--- config.mk ---
export PLATFORM = sky130hd
export DESIGN_NAME = t_ff_counter
export DESIGN_NICKNAME = d
export VERILOG_FILES = /design/src/rtl/tff_pkg.sv /design/src/rtl/tff_cell.sv /design/src/rtl/t_ff_counter.sv
export SDC_FILE = /design/constraint.sdc
export NUM_CORES = 1
export LEC_CHECK = 0
export ABC_AREA = 1
export BUFFER_PORTS_ARGS = -buffer_cell sky130_fd_sc_hd__buf_2
export CAP_MARGIN = 30
export CORE_AREA = 2 2 39 41
export CTS_CLUSTER_SIZE = 12
export DETAILED_ROUTE_END_ITERATION = 7
export DIE_AREA = 0 0 41 43
export GPL_ROUTABILITY_DRIVEN = 0
export PLACE_DENSITY = 0.67
export SYNTH_ARGS = -nofsm -noshare
export SYNTH_HDL_FRONTEND = slang
export SYNTH_HIERARCHICAL = 1
export SYNTH_SLANG_ARGS = --single-unit
--- constraint.sdc ---
create_clock -name clk -period 1.7 [get_ports clk]
set_input_delay 0.255 -clock clk [delete_from_list [all_inputs] [get_ports clk]]
set_output_delay 0.255 -clock clk [all_outputs]
set_load 0.01 [all_outputs]
--- src/rtl/tff_pkg.sv ---
// Shared definitions for the T flip-flop counter family.
//   DIR_UP / DIR_DOWN  : direction encodings for the 'up' input
//   tff_toggle_mask()  : ripple toggle vector for one count step in a given direction
//   tff_clamp()        : limits a load value to the counter's modulus range
// Build option: TFF_COUNTER_SAT_EN (consumed by t_ff_counter, not by this package).
package tff_pkg;

  // Widest counter the helper functions support; callers zero-extend and truncate.
  localparam int unsigned TFF_MAX_W = 32;

  localparam logic DIR_UP   = 1'b1;
  localparam logic DIR_DOWN = 1'b0;

  typedef logic [TFF_MAX_W-1:0] tff_word_t;

  // Counting up, bit i toggles when every lower bit is 1; counting down,
  // when every lower bit is 0. Bit 0 always toggles.
  function automatic tff_word_t tff_toggle_mask(input tff_word_t q, input logic dir);
    tff_word_t m;
    m    = '0;
    m[0] = 1'b1;
    for (int i = 1; i < int'(TFF_MAX_W); i++) begin
      m[i] = m[i-1] & ((dir == DIR_UP) ? q[i-1] : ~q[i-1]);
    end
    return m;
  endfunction

  // Returns min(val, modulus-1).
  function automatic tff_word_t tff_clamp(input tff_word_t val, input tff_word_t modulus);
    return (val >= modulus) ? (modulus - tff_word_t'(1)) : val;
  endfunction

endpackage

--- src/rtl/tff_cell.sv ---
// Single-bit positive-edge T flip-flop with asynchronous active-low reset to 0.
//   clk : clock
//   rst : asynchronous reset, active-low
//   t   : toggle request, sampled on the rising edge
//   q   : stored bit
module tff_cell (
  input  logic clk,
  input  logic rst,
  input  logic t,
  output logic q
);

  always_ff @(posedge clk or negedge rst) begin
    if (!rst) q <= 1'b0;
    else      q <= q ^ t;
  end

endmodule

--- src/rtl/t_ff_counter.sv ---
// Up/down modulo-N counter built from a bank of T flip-flops. The only path
// into the state bits is the toggle vector t_vec (q_next = q ^ t_vec).
//   clk      : clock, rising edge
//   rst      : asynchronous reset, active-low
//   en       : count enable, one step per cycle
//   up       : direction, 1 = increment, 0 = decrement
//   load     : synchronous load strobe (overrides en/up)
//   load_val : value captured on load, clamped to MODULUS-1
//   q        : current count (registered)
//   tc       : terminal count, combinational: en & (q at the bound in the count direction)
//   wrap     : registered pulse, high the cycle after a wrap (or saturate) event
// Build option: define TFF_COUNTER_SAT_EN for saturating mode (hold at the
// bound; wrap pulses once per stay at the bound). Default is modulo wrap.
module t_ff_counter
  import tff_pkg::*;
#(
  parameter int unsigned WIDTH   = 4,
  parameter int unsigned MODULUS = 2 ** WIDTH
) (
  input  logic             clk,
  input  logic             rst,
  input  logic             en,
  input  logic             up,
  input  logic             load,
  input  logic [WIDTH-1:0] load_val,
  output logic [WIDTH-1:0] q,
  output logic             tc,
  output logic             wrap
);

  localparam logic [WIDTH-1:0] Q_MAX = WIDTH'(MODULUS - 1);

  logic [WIDTH-1:0] t_vec;
  logic [WIDTH-1:0] load_tgt;
  logic             at_bound;
  logic             wrap_evt;

  // Terminal-count detection in the current direction.
  always_comb begin
    at_bound = (up == DIR_UP) ? (q == Q_MAX) : (q == '0);
    tc       = en & at_bound;
  end

  assign load_tgt = WIDTH'(tff_clamp(tff_word_t'(load_val), tff_word_t'(MODULUS)));

  // Toggle-vector generation: load > count > hold.
  always_comb begin
    t_vec    = '0;
    wrap_evt = 1'b0;
    if (load) begin
      t_vec = q ^ load_tgt;
    end else if (en) begin
      if (at_bound) begin
        wrap_evt = 1'b1;
`ifdef TFF_COUNTER_SAT_EN
        t_vec = '0;
`else
        // Up: q == MAX -> 0 (toggle every set bit). Down: 0 -> MAX.
        t_vec = (up == DIR_UP) ? q : Q_MAX;
`endif
      end else begin
        t_vec = WIDTH'(tff_toggle_mask(tff_word_t'(q), up));
      end
    end
  end

  // State bits.
  for (genvar i = 0; i < int'(WIDTH); i++) begin : g_cell
    tff_cell u_cell (
      .clk (clk),
      .rst (rst),
      .t   (t_vec[i]),
      .q   (q[i])
    );
  end

`ifdef TFF_COUNTER_SAT_EN
  // 'held' remembers that the current stay at the bound already pulsed wrap;
  // it clears as soon as q moves.
  logic held;

  always_ff @(posedge clk or negedge rst) begin
    if (!rst) begin
      wrap <= 1'b0;
      held <= 1'b0;
    end else begin
      wrap <= wrap_evt & ~held;
      held <= (held | wrap_evt) & (t_vec == '0);
    end
  end
`else
  // Wrap flag.
  always_ff @(posedge clk or negedge rst) begin
    if (!rst) wrap <= 1'b0;
    else      wrap <= wrap_evt;
  end
`endif

endmodule

== After elaboration in Yosys (flattened, before gate mapping) ==
Cells that the tools add are included.

* Equal/unequal tests: 1
* Reduce and logical (&&, ||, !) cells: 1
* Bitwise operators: 11
* Mux-type cells: 11

{| class="wikitable"
|+ Operators with widths
! operator !! number
|-
| $mux W4 || 4
|-
| $mux W1 || 7
|-
| $eq A4 B4 Y1 const B || 1
|-
| $logic_not A4 Y1 || 1
|-
| $xor A1 B1 Y1 || 4
|-
| $xor A4 B4 Y4 || 1
|-
| $and A1 B1 Y1 || 3
|-
| $not A1 Y1 || 3
|}

* Flip-flop bits (word level): 5
* Logic and storage cells: 29
* Output and inout port bits: 6
* Input bits: 9

== Logic depth before layout (Yosys ltp) ==
Gate-level depths: netlist of run 1.

* Depth after elaboration: 8
* Mapped depth: 10
* Gate-level depth less buffers: 10

== Modules after synthesis ==
Netlist of run 1, hierarchy kept.

{| class="wikitable"
|+ Modules (own cells, without submodules)
! module !! seq. area each (µm²) !! cells an instance !! instances !! area an instance (µm²)
|-
| t_ff_counter || 25.0 || 48 || 1 || 276.5
|-
| tff_cell || 25.0 || 6 || 4 || 43.8
|}

== Worst setup path before layout of run 1 ==
OpenSTA, ideal clock, no wires.

* Path type: register to register
* Start point: register g_cell[0].u_cell.q
* End point: register g_cell[3].u_cell.q
* Required time: 1.583 ns
* Library setup time: 0.117 ns
* Arrival: 1.192 ns
* Cell stages (with the launch flop): 10
* Setup slack: 0.391 ns
* Path buffers: 0
* Path through: dfrtp_1 > inv_1 > ha_1 > nand2_1 > nor2_1 > o21ai_1 > nand2_1 > inv_1 > nand2_1 > nand2_1

* Word-level cells in the longest chain between the ends: 8
* Elaborated cells on any way between the ends: 11

{| class="wikitable"
|+ Ends and longest elaborated chain
! element !! RTL line !! text
|-
| start: declaration || tff_cell.sv:10 || <nowiki>output logic q</nowiki>
|-
| start signal: assignment || tff_cell.sv:15 || <nowiki>else q <= q ^ t;</nowiki>
|-
| $not A1 Y1 || tff_pkg.sv:23 || <nowiki>m[i] = m[i-1] & ((dir == DIR_UP) ? q[i-1] : ~q[i-1]);</nowiki>
|-
| $mux W1 || tff_pkg.sv:23 ||
|-
| $and A1 B1 Y1 (2 in series) || tff_pkg.sv:23 ||
|-
| $mux W4 * || t_ff_counter.sv:53 || <nowiki>if (at_bound) begin</nowiki>
|-
| $mux W4 * || t_ff_counter.sv:52 || <nowiki>end else if (en) begin</nowiki>
|-
| $mux W4 * || t_ff_counter.sv:50 || <nowiki>if (load) begin</nowiki>
|-
| via t_vec[3] || t_ff_counter.sv:33 || <nowiki>logic [WIDTH-1:0] t_vec;</nowiki>
|-
| $xor A1 B1 Y1 * || tff_cell.sv:15 ||
|-
| end signal: assignment || tff_cell.sv:15 ||
|-
| end: declaration || tff_cell.sv:10 ||
|}

Mark *: on every way through the listed nets, which the timed path passes. The rest lies on a longest branch.

== Final worst setup path of run 1 ==
* Start point: register g_cell[0].u_cell.q
* End point: output port tc

* Word-level cells in the longest chain between the ends: 3
* Elaborated cells on any way between the ends: 4

{| class="wikitable"
|+ Ends and longest elaborated chain
! element !! RTL line !! text
|-
| $eq A4 B4 Y1 / $logic_not A4 Y1 (equally long branches) || t_ff_counter.sv:40 || <nowiki>at_bound = (up == DIR_UP) ? (q == Q_MAX) : (q == '0);</nowiki>
|-
| $mux W1 * || t_ff_counter.sv:40 ||
|-
| $and A1 B1 Y1 * || t_ff_counter.sv:41 || <nowiki>tc = en & at_bound;</nowiki>
|-
| end: declaration || t_ff_counter.sv:27 || <nowiki>output logic tc,</nowiki>
|}

Mark *: on every way between the ends. The rest lies on a longest branch, timed or not.

==> results of run 1 <==
[path summary, 6_finish.rpt]
path                                    start            endpoint  slack [ns]  cells past startpoint
setup reg to reg           g_cell[0].u_cell/q  g_cell[3].u_cell/q        0.33                      9
setup / recovery           g_cell[0].u_cell/q                  tc        0.11                      6
min in group asynchronous                 rst                wrap        0.36                      2
hold / removal                           load                wrap        0.24                      2
max in group asynchronous                 rst  g_cell[2].u_cell/q        1.19                      2
hold reg to reg            g_cell[2].u_cell/q  g_cell[2].u_cell/q        0.56                      2
[metal layers]
metal	part of all wire	vias up	GRT usage
met2	0.50	14	0.191
met3	0.068	0	0.0785
met5	0	-	0
met4	0	0	0.0400
li1	-	249	-
met1	0.43	204	0.143
[cell type report]
type / count / area, um2 / share of cell area
clock buffer: 4 / 26.3 / 0.0454
inverter: 18 / 67.6 / 0.117
multi-input combinational: 49 / 259 / 0.447
sequential: 5 / 126 / 0.218
tap: 16 / 20.0 / 0.0346
timing repair buffer: 15 / 80.1 / 0.138
[power groups by stage]
stage                     clock [uW]  combinational, uW  sequential (uW)
after global routing             154                504              280
after global placement             0                422              256
after detailed placement           0                431              264
after CTS                        144                435              263
after floorplan                    0                292              270
final                            141                427              261
[cell usage in the layout (no fill, tap or decap)]
master         instances
xor2_1                 3
nand2_2                1
dfrtp_1                4
dlygate4sd3_1          1
clkbuf_4               3
buf_2                 14
inv_1                 17
nand2_4                1
o21ai_0                1
clkbuf_1               1
dfrtp_2                1
nor2_1                 5
ha_1                   3
nand3_2                1
nand3_1                4
nor3_2                 1
inv_2                  1
o21ai_1                2
nand2_1               26
nor2_2                 1
[sequential cells by signal (all words and copies together), names as in the netlist]
signal	cells
g_cell.u_cell/q	4
wrap	1
[what timing repair did]
item / 4_1_cts / 5_1_grt
hold buffers: 1 / 0
setup endpoints to repair: 0 / 1
resized for setup: 0 / 1
hold endpoints to repair: 5 / 0
[kinds of logic after synthesis]
group / count (synthesis) / synth area share
AOI/OAI and AO/OA: 3 / 0.0332
xor gates and xnor gates: 3 / 0.0582
adders and majority gates: 3 / 0.0831
buffers and inverters: 18 / 0.150
DFF: 5 / 0.277
and+or+nand+nor: 40 / 0.399
[worst max-delay path, stage by stage, from the launching register on]
cell and delay [ns]:
dfrtp_1 0.44, nor2_1 0.18, nand3_2 0.12, nand2_4 0.11, inv_2 0.04, nor2_1 0.07
buf_2 0.13
[metrics by stage]
step | setup WS (ns) | hold slack (ns) | area [um2] | utilization | cells
finish | 0.110 | 0.238 | 579 | 0.419 | 107
global route | 0.00644 | 0.243 | 579 | 0.419 | 107
CTS | 0.0912 | 0.237 | 578 | 0.418 | 107
detailed placement | 0.317 | 0.0781 | 542 | 0.392 | 102
floorplan | 0.391 | -0.0406 | 452 | - | 72
global placement | 0.343 | 0.0772 | 542 | 0.392 | 102
==> flow_summary_export.csv, run 1 <==
group,metric,value,unit
drt,wl,911,um
drt,antenna_left,0,
drt,drtIter0Drc,4,
cells_and_area,n_antenna_cell,0,
logic_synthesis,ys.flop_type,"dfrtp_1",
logic_synthesis,ys_warn_count,6,
logic_synthesis,synthCells,72,
floorplanning,dieHeight,43,um
power,ir_drop,0.788,mV
drt,viasPerCell,4.36,
clock_tree,clk_latency,0.25,ns
setup_path,worstPathArrival,1.34,ns
timing,finalSetupViolCount,0,
drt,drt-wirelength-per-cell,8.51,um
drt,firstDrtPassIters,5,
outcome,status,"complete, no violations",
logic_synthesis,yosysMostFrequentCell,"nand2_1",
timing,hold_violations,0,
drt,drc,0,
setup_path,worst_ep_required_time,1.44,ns
cells_and_area,layout.nets,104,
clock_tree,clk_pin_slew,0.05,ns
clock_tree,cts_root_buf,"clkbuf_4",
power,totalPowerFinal,829,uW
flow_run,cap_violations,0,
timing,period_share,0.935,
power,clkPwrFrac,0.170,
logic_synthesis,synth.top_cell.area_share,0.277,
logic_synthesis,synth.area.top_cells,"dfrtp_1 (28%), nand2_1 (22%), inv_1 (14%), ha_1 (8.3%), xor2_1 (5.8%)",
logic_synthesis,synth-seq-cells,5,
drt,vias,467,
cells_and_area,fillers,156,
logic_synthesis,yosys.area.top_type,"dfrtp_1",
timing,fin_setup_tns,0,ns
clock_tree,cts_setup_buffers,0,
floorplanning,die_w,41,um
global_route,grt_pass1_wl,1480,um
timing,relSlewSlack,0.826,
timing,fmax,629,MHz
power,p_int,442,uW
logic_synthesis,syn_area_per_cell,6.27,um2
floorplanning,initial_core_util,0.326,
placed_design,hpwlAfterDp,744,um
placed_design,port_buffers,14,
power,p_per_area,1430,nW/um2
timing,rsz0062_at_grt,"false",
logic_synthesis,syn_area,452,um2
power,power.leakage,0.000368,uW
logic_synthesis,synth_common_cells,"nand2_1 (26), inv_1 (17), dfrtp_1 (5), nor2_1 (5), nand3_1 (4)",
global_route,grt-ovfl-total,0,
clock_tree,cts_tree,"yes",
global_route,grt_pass1_vias,388,
floorplanning,design.portCount,15,
worst_hold_path,worstHoldPathType,"in2reg",
power,seq_power_share,0.315,
floorplanning,core_area,1380,um2
logic_synthesis,seq_area_frac_synth,0.277,
setup_path,worstPathMaxFanout,8,
global_route,grt_max_degree,9,
setup_path,critPathKind,"reg2out",
timing,worst_pin_slew,0.261,ns
floorplanning,placementRows,14,
timing,skew,0.00962,ns
clock_tree,htreeDepth,1,
setup_path,endpoint_kind,"output port",
clock_tree,cts_buffer_depth,2,
logic_synthesis,synth_cell_types,15,
global_route,antenna_found_initial,0,
cells_and_area,areaGrowthSynthToFinish,28.3,%
timing,period_needed,1.59,ns
logic_synthesis,syn-num-nets,84,
clock_tree,clock-sinks,5,
power,p_sw,387,uW
logic_synthesis,synth_edf_count,0,
power,power_frac_comb,0.515,
floorplanning,dieArea,1760,um2
timing,drv_slew,0,
clock_tree,cts_buffers,3,
cells_and_area,drive_above_1_share,0.264,
global_route,track_usage,0.127,
power,netSwitchingFraction,0.467,
logic_synthesis,postSynth.asyncResetShare,1.00,
setup_path,cp-start-kind,"flop",
Note: power is estimated with default switching activity, not from simulation.
==> run 2: changes to the inputs <==
- CAP_MARGIN: 30 -> 20
- clock period: 1.7 -> 1.6 ns (I/O delays scaled with it)
==> run 2 against run 1 <==
Compared with the run above: via count rose by 1.3%; worst hold slack got worse by 0.0082 ns; sequential share of layout area fell by 0.85 points; register-to-register slack got worse by 0.05 ns; count of clock-buffer cells in the layout did not move; power rose by 17%; routed wire length rose by 5.7%; global-route usage did not move; clock skew fell by 0.0012 ns; critical path depth did not move; largest cell class unchanged; highest routed layer unchanged.
==> flow_summary_export.csv, run 2 (synthesis results as in run 1) <==
group,metric,value,unit
setup_path,slowest_stage,"dfrtp_2",
setup_path,slowest_delay,0.44,ns
cells_and_area,final_common_cell,"nand2_1",
cells_and_area,drive_above_1_share,0.358,
drt,drtIter0Drc,3,
global_route,grt-ovfl-total,0,
cells_and_area,layout_common_cells,"nand2_1 (25), inv_1 (17), buf_2 (14)",
global_route,grt_max_degree,9,
global_route,grt_pass1_wl,1480,um
flow_run,cap_violations,0,
cells_and_area,final_area,621,um2
global_route,grt_pass1_vias,388,
placed_design,dp_slack,0.217,ns
clock_tree,clk_pin_slew,0.05,ns
timing,rsz0062_at_grt,"false",
timing,period_needed,1.52,ns
floorplanning,dieHeight,43,um
placed_design,hpwlAfterDp,744,um
placed_design,port_buffers,14,
timing,relSlewSlack,0.822,
clock_tree,cts_tree,"yes",
timing,hold_violations,0,
drt,antenna_left,0,
timing,fin_hold_ws,0.230,ns
global_route,track_usage,0.127,
cells_and_area,instances_no_fill,111,
setup_path,worst_ep_required_time,1.36,ns
timing,fmax,659,MHz
outcome,status,"complete, no violations",
timing,period_share,0.949,
clock_tree,cts_root_buf,"clkbuf_4",
floorplanning,dieArea,1760,um2
floorplanning,initial_core_util,0.326,
setup_path,endpoint_kind,"output port",
power,power.leakage,0.000385,uW
cells_and_area,largestRegisters,"g_cell.u_cell/q x4, wrap x1",
drt,vias,473,
drt,wl,963,um
floorplanning,design.portCount,15,
cells_and_area,n_antenna_cell,0,
timing,finalSetupViolCount,0,
setup_path,path_delay_family,"flip-flops",
timing,setup_ws,0.0821,ns
floorplanning,placementRows,14,
setup_path,crit_path_cell_trace,"nor2_2 > nand3_2 > nand2_4 > inv_2 > nor2_1 > buf_2",
cells_and_area,layout.nets,108,
drt,drc,0,
clock_tree,clk_latency,0.25,ns
timing,fin_setup_tns,0,ns
setup_path,critPathKind,"reg2out",
worst_hold_path,worstHoldPathType,"in2reg",
timing,worst_pin_slew,0.267,ns
timing,skew,0.00838,ns
placed_design,placed_cells,102,
cells_and_area,regMostFlops,"g_cell.u_cell/q",
drt,firstDrtPassIters,3,
clock_tree,cts_buffers,3,
clock_tree,htreeDepth,1,
timing,drv_slew,0,
setup_path,worstPathArrival,1.28,ns
setup_path,worstPathMaxFanout,8,
placed_design,placed_area,542,um2
setup_path,crit_buf_inv,2,
clock_tree,clock-sinks,5,
global_route,antenna_found_initial,0,
floorplanning,core_area,1380,um2
power,ir_drop,0.892,mV
floorplanning,die_w,41,um
power,p_per_area,1560,nW/um2
cells_and_area,areaGrowthSynthToFinish,37.4,%
clock_tree,cts_buffer_depth,2,
setup_path,cp-start-kind,"flop",
cells_and_area,largest_register_ffs,4,
drt,drt-wirelength-per-cell,8.68,um
drt,viasPerCell,4.26,
==> run 2: cell count changes in the layout (fill, tap and decap cells not counted) <==
cell / delta
buf_4: +4
dfrtp_1: -3
dfrtp_2: +3
nand2_1: -1
nand2_2: +1
nor2_1: -2
nor2_2: +2
==> run 2: metrics by stage <==
step / power (uW) / utilization
finish: 969 / 0.448
floorplan: 597 / -
global placement: 720 / 0.392
CTS: 894 / 0.418
detailed placement: 739 / 0.392
global route: 1090 / 0.448
==> run 2: worst paths after layout <==
kind                       slack, ns               start            endpoint  cells after the start
hold reg to reg                 0.56  g_cell[1].u_cell/q  g_cell[1].u_cell/q                      2
max in group asynchronous       1.09                 rst  g_cell[0].u_cell/q                      2
setup / recovery                0.08  g_cell[0].u_cell/q                  tc                      6
hold / removal                  0.23                load                wrap                      2
setup reg to reg                0.28  g_cell[0].u_cell/q  g_cell[3].u_cell/q                      9
min in group asynchronous       0.35                 rst                wrap                      2
==> run 2: worst register-to-register path, stage by stage (launching register included) <==
cell and delay, ns:
dfrtp_2 0.42, inv_1 0.06, ha_1 0.28, nand2_1 0.08, nor2_1 0.09, o21ai_1 0.07
nand2_1 0.09, inv_1 0.04, nand2_1 0.05, nand2_1 0.04
==> run 2: layout make-up <==
| class | instances | area (um2) |
|---|---|---|
| multi-input cells | 49 | 267 |
| well taps | 16 | 20.0 |
| repair buffers | 19 | 110 |
| inverters | 18 | 67.6 |
| flip-flops and latches | 5 | 130 |
| clock buffers | 4 | 26.3 |
| fillers | 152 | 763 |
==> run 2: power by group <==
part / internal, uW / total, uW / switching, uW / leakage (uW)
Combinational: 248 / 534 / 287 / 0.000312
Sequential: 192 / 285 / 93.5 / 0.0000577
Clock: 94.5 / 149 / 54.6 / 0.0000150
Total: 534 / 969 / 435 / 0.000385
==> run 2: timing repair <==
action / 4_1_cts / 5_1_grt
setup buffers: 0 / 4
hold buffers: 1 / 0
endpoints found under the hold margin: 5 / 0
setup endpoints to repair: 0 / 1
resized for setup: 0 / 7
==> run 2: metal layers <==
| metal | wire length, um | up-vias | track usage |
|---|---|---|---|
| li1 | - | 257 | - |
| met1 | 419 | 204 | 0.143 |
| met2 | 487 | 12 | 0.191 |
| met3 | 56 | 0 | 0.0785 |
| met4 | 0 | 0 | 0.0400 |
| met5 | 0 | - | 0 |
==> run 3: changes to the inputs <==
- clock period: 1.6 -> 1.4 ns (I/O delays scaled with it)
==> run 3 against run 2 <==
Compared with the run above: the flow now finishes with violations (setup timing); critical path depth unchanged; power grew 24%; first-iteration DRC count rose by 33%; sequential share of layout area is 1.6 points lower; worst setup slack worse by 0.13 ns; sequential power decreased by 6%; critical path type unchanged; critical endpoint unchanged; largest cell class unchanged; largest power group unchanged.
==> flow_summary_export.csv, run 3 (synthesis results as in run 1) <==
group,metric,value,unit
outcome,status,"finished, violations left",
power,p_per_area,1870,nW/um2
timing,fmax,689,MHz
cells_and_area,drive_above_1_share,0.327,
cells_and_area,final_common_cell,"nand2_1",
placed_design,port_buffers,14,
floorplanning,initial_core_util,0.326,
floorplanning,dieArea,1760,um2
power,totalPowerFinal,1200,uW
cells_and_area,largestRegisters,"g_cell.u_cell/q x4, wrap x1",
drt,met2_length,578,um
setup_path,cp-start-kind,"flop",
cells_and_area,layout_common_cells,"nand2_1 (26), inv_1 (17), buf_2 (14), buf_4 (7), dfrtp_1 (5)",
timing,fin_hold_ws,0.198,ns
clock_tree,clk_pin_slew,0.05,ns
cells_and_area,areaGrowthSynthToFinish,42.9,%
setup_path,cp_common_cell,"nor2_1",
clock_tree,cts_root_buf,"clkbuf_4",
setup_path,slowest_stage,"dfrtp_1",
timing,worst_pin_slew,0.226,ns
timing,finalSetupViolCount,1,
clock_tree,cts_buffer_depth,2,
power,power.leakage,0.000403,uW
setup_path,crit_buf_inv,2,
global_route,antenna_found_initial,0,
clock_tree,cts_buffers,3,
setup_path,worstPathArrival,1.24,ns
timing,rsz0062_at_grt,"true",
setup_path,crit_path_cell_trace,"nor2_1 > nand3_2 > nand2_4 > inv_2 > nor2_1 > buf_2",
clock_tree,htreeDepth,1,
outcome,violations,"setup timing",
floorplanning,placementRows,14,
timing,period_share,1.04,
floorplanning,die_w,41,um
cells_and_area,regMostFlops,"g_cell.u_cell/q",
drt,top_layer_used,"met4",
floorplanning,core_area,1380,um2
timing,drv_slew,0,
power,ir_drop,0.625,mV
setup_path,worstPathMaxFanout,5,
cells_and_area,final_area,646,um2
worst_hold_path,worstHoldPathType,"in2reg",
timing,hold_violations,0,
cells_and_area,n_antenna_cell,0,
timing,relSlewSlack,0.849,
global_route,track_usage,0.139,
timing,fin_setup_tns,-0.0515,ns
placed_design,hpwlAfterDp,794,um
clock_tree,cts_tree,"yes",
drt,drt-wirelength-per-cell,9.59,um
global_route,grt_max_degree,7,
global_route,grt-ovfl-total,0,
timing,period_needed,1.45,ns
setup_path,path_delay_family,"flip-flops",
global_route,grt_pass1_wl,1660,um
cells_and_area,layout.nets,111,
drt,dr_wl_met3,45,um
setup_path,endpoint_kind,"output port",
floorplanning,design.portCount,15,
clock_tree,clock-sinks,5,
placed_design,placed_area,564,um2
setup_path,rrSetupSlack,0.01,ns
drt,wl_met1,453,um
drt,antenna_left,0,
setup_path,critPathKind,"reg2out",
drt,firstDrtPassIters,4,
timing,setup_ws,-0.0515,ns
drt,drtIter0Drc,4,
setup_path,slowest_delay,0.41,ns
timing,skew,0.00623,ns
drt,viasPerCell,4.37,
clock_tree,clk_latency,0.25,ns
drt,vias,498,
drt,drc,0,
flow_run,cap_violations,0,
drt,wl,1090,um
setup_path,worst_ep_required_time,1.19,ns
cells_and_area,largest_register_ffs,4,
floorplanning,dieHeight,43,um
global_route,grt_pass1_vias,430,
[run 3: cell count changes in the layout (fill, tap and decap cells not counted), sizes merged]
| cell | delta |
|---|---|
| buf | +3 |
[run 3: power breakdown]
part	leakage [uW]	switching [uW]	total, uW	internal (uW)
sequential	0.0000621	62.3	269	207
clock	0.0000150	70.5	179	108
combinational	0.000325	405	756	351
total	0.000403	538	1200	667
[run 3: per-stage QoR]
stage	instances	utilization	setup WS (ns)
after floorplan	72	-	0.0906
after global placement	105	0.408	0.0813
after detailed placement	105	0.408	0.0720
after CTS	113	0.450	-0.0413
after global routing	114	0.467	-0.113
final	114	0.467	-0.0515
[run 3: layout make-up]
type,count,area [um2]
fillers,145,738
multi-input cells,49,274
well taps,16,20.0
flip-flops and latches,5,125
clock buffers,4,26.3
repair buffers,22,133
inverters,18,67.6
[run 3: final timing paths]
kind                               startpoint  cells past startpoint                  to
max                        g_cell[1].u_cell/q                      6                  tc
min                                      load                      2                wrap
max reg2reg                g_cell[2].u_cell/q                     10  g_cell[3].u_cell/q
min reg2reg                g_cell[3].u_cell/q                      3  g_cell[3].u_cell/q
max in group asynchronous                 rst                      2  g_cell[2].u_cell/q
min in group asynchronous                 rst                      2  g_cell[1].u_cell/q
[run 3: metal layers]
layer  up-vias  global-route usage
met5         -                   0
met2        14               0.222
met1       218               0.167
met4         0              0.0800
li1        264                   -
met3         2              0.0209
[run 3: repair_timing]
item | 4_1_cts | 5_1_grt
buffers inserted | 3 | 1
resized for setup | 0 | 2
setup endpoints to repair | 1 | 3
pin swaps | 0 | 1
hold buffers | 1 | 0
endpoints found under the hold margin | 5 | 0
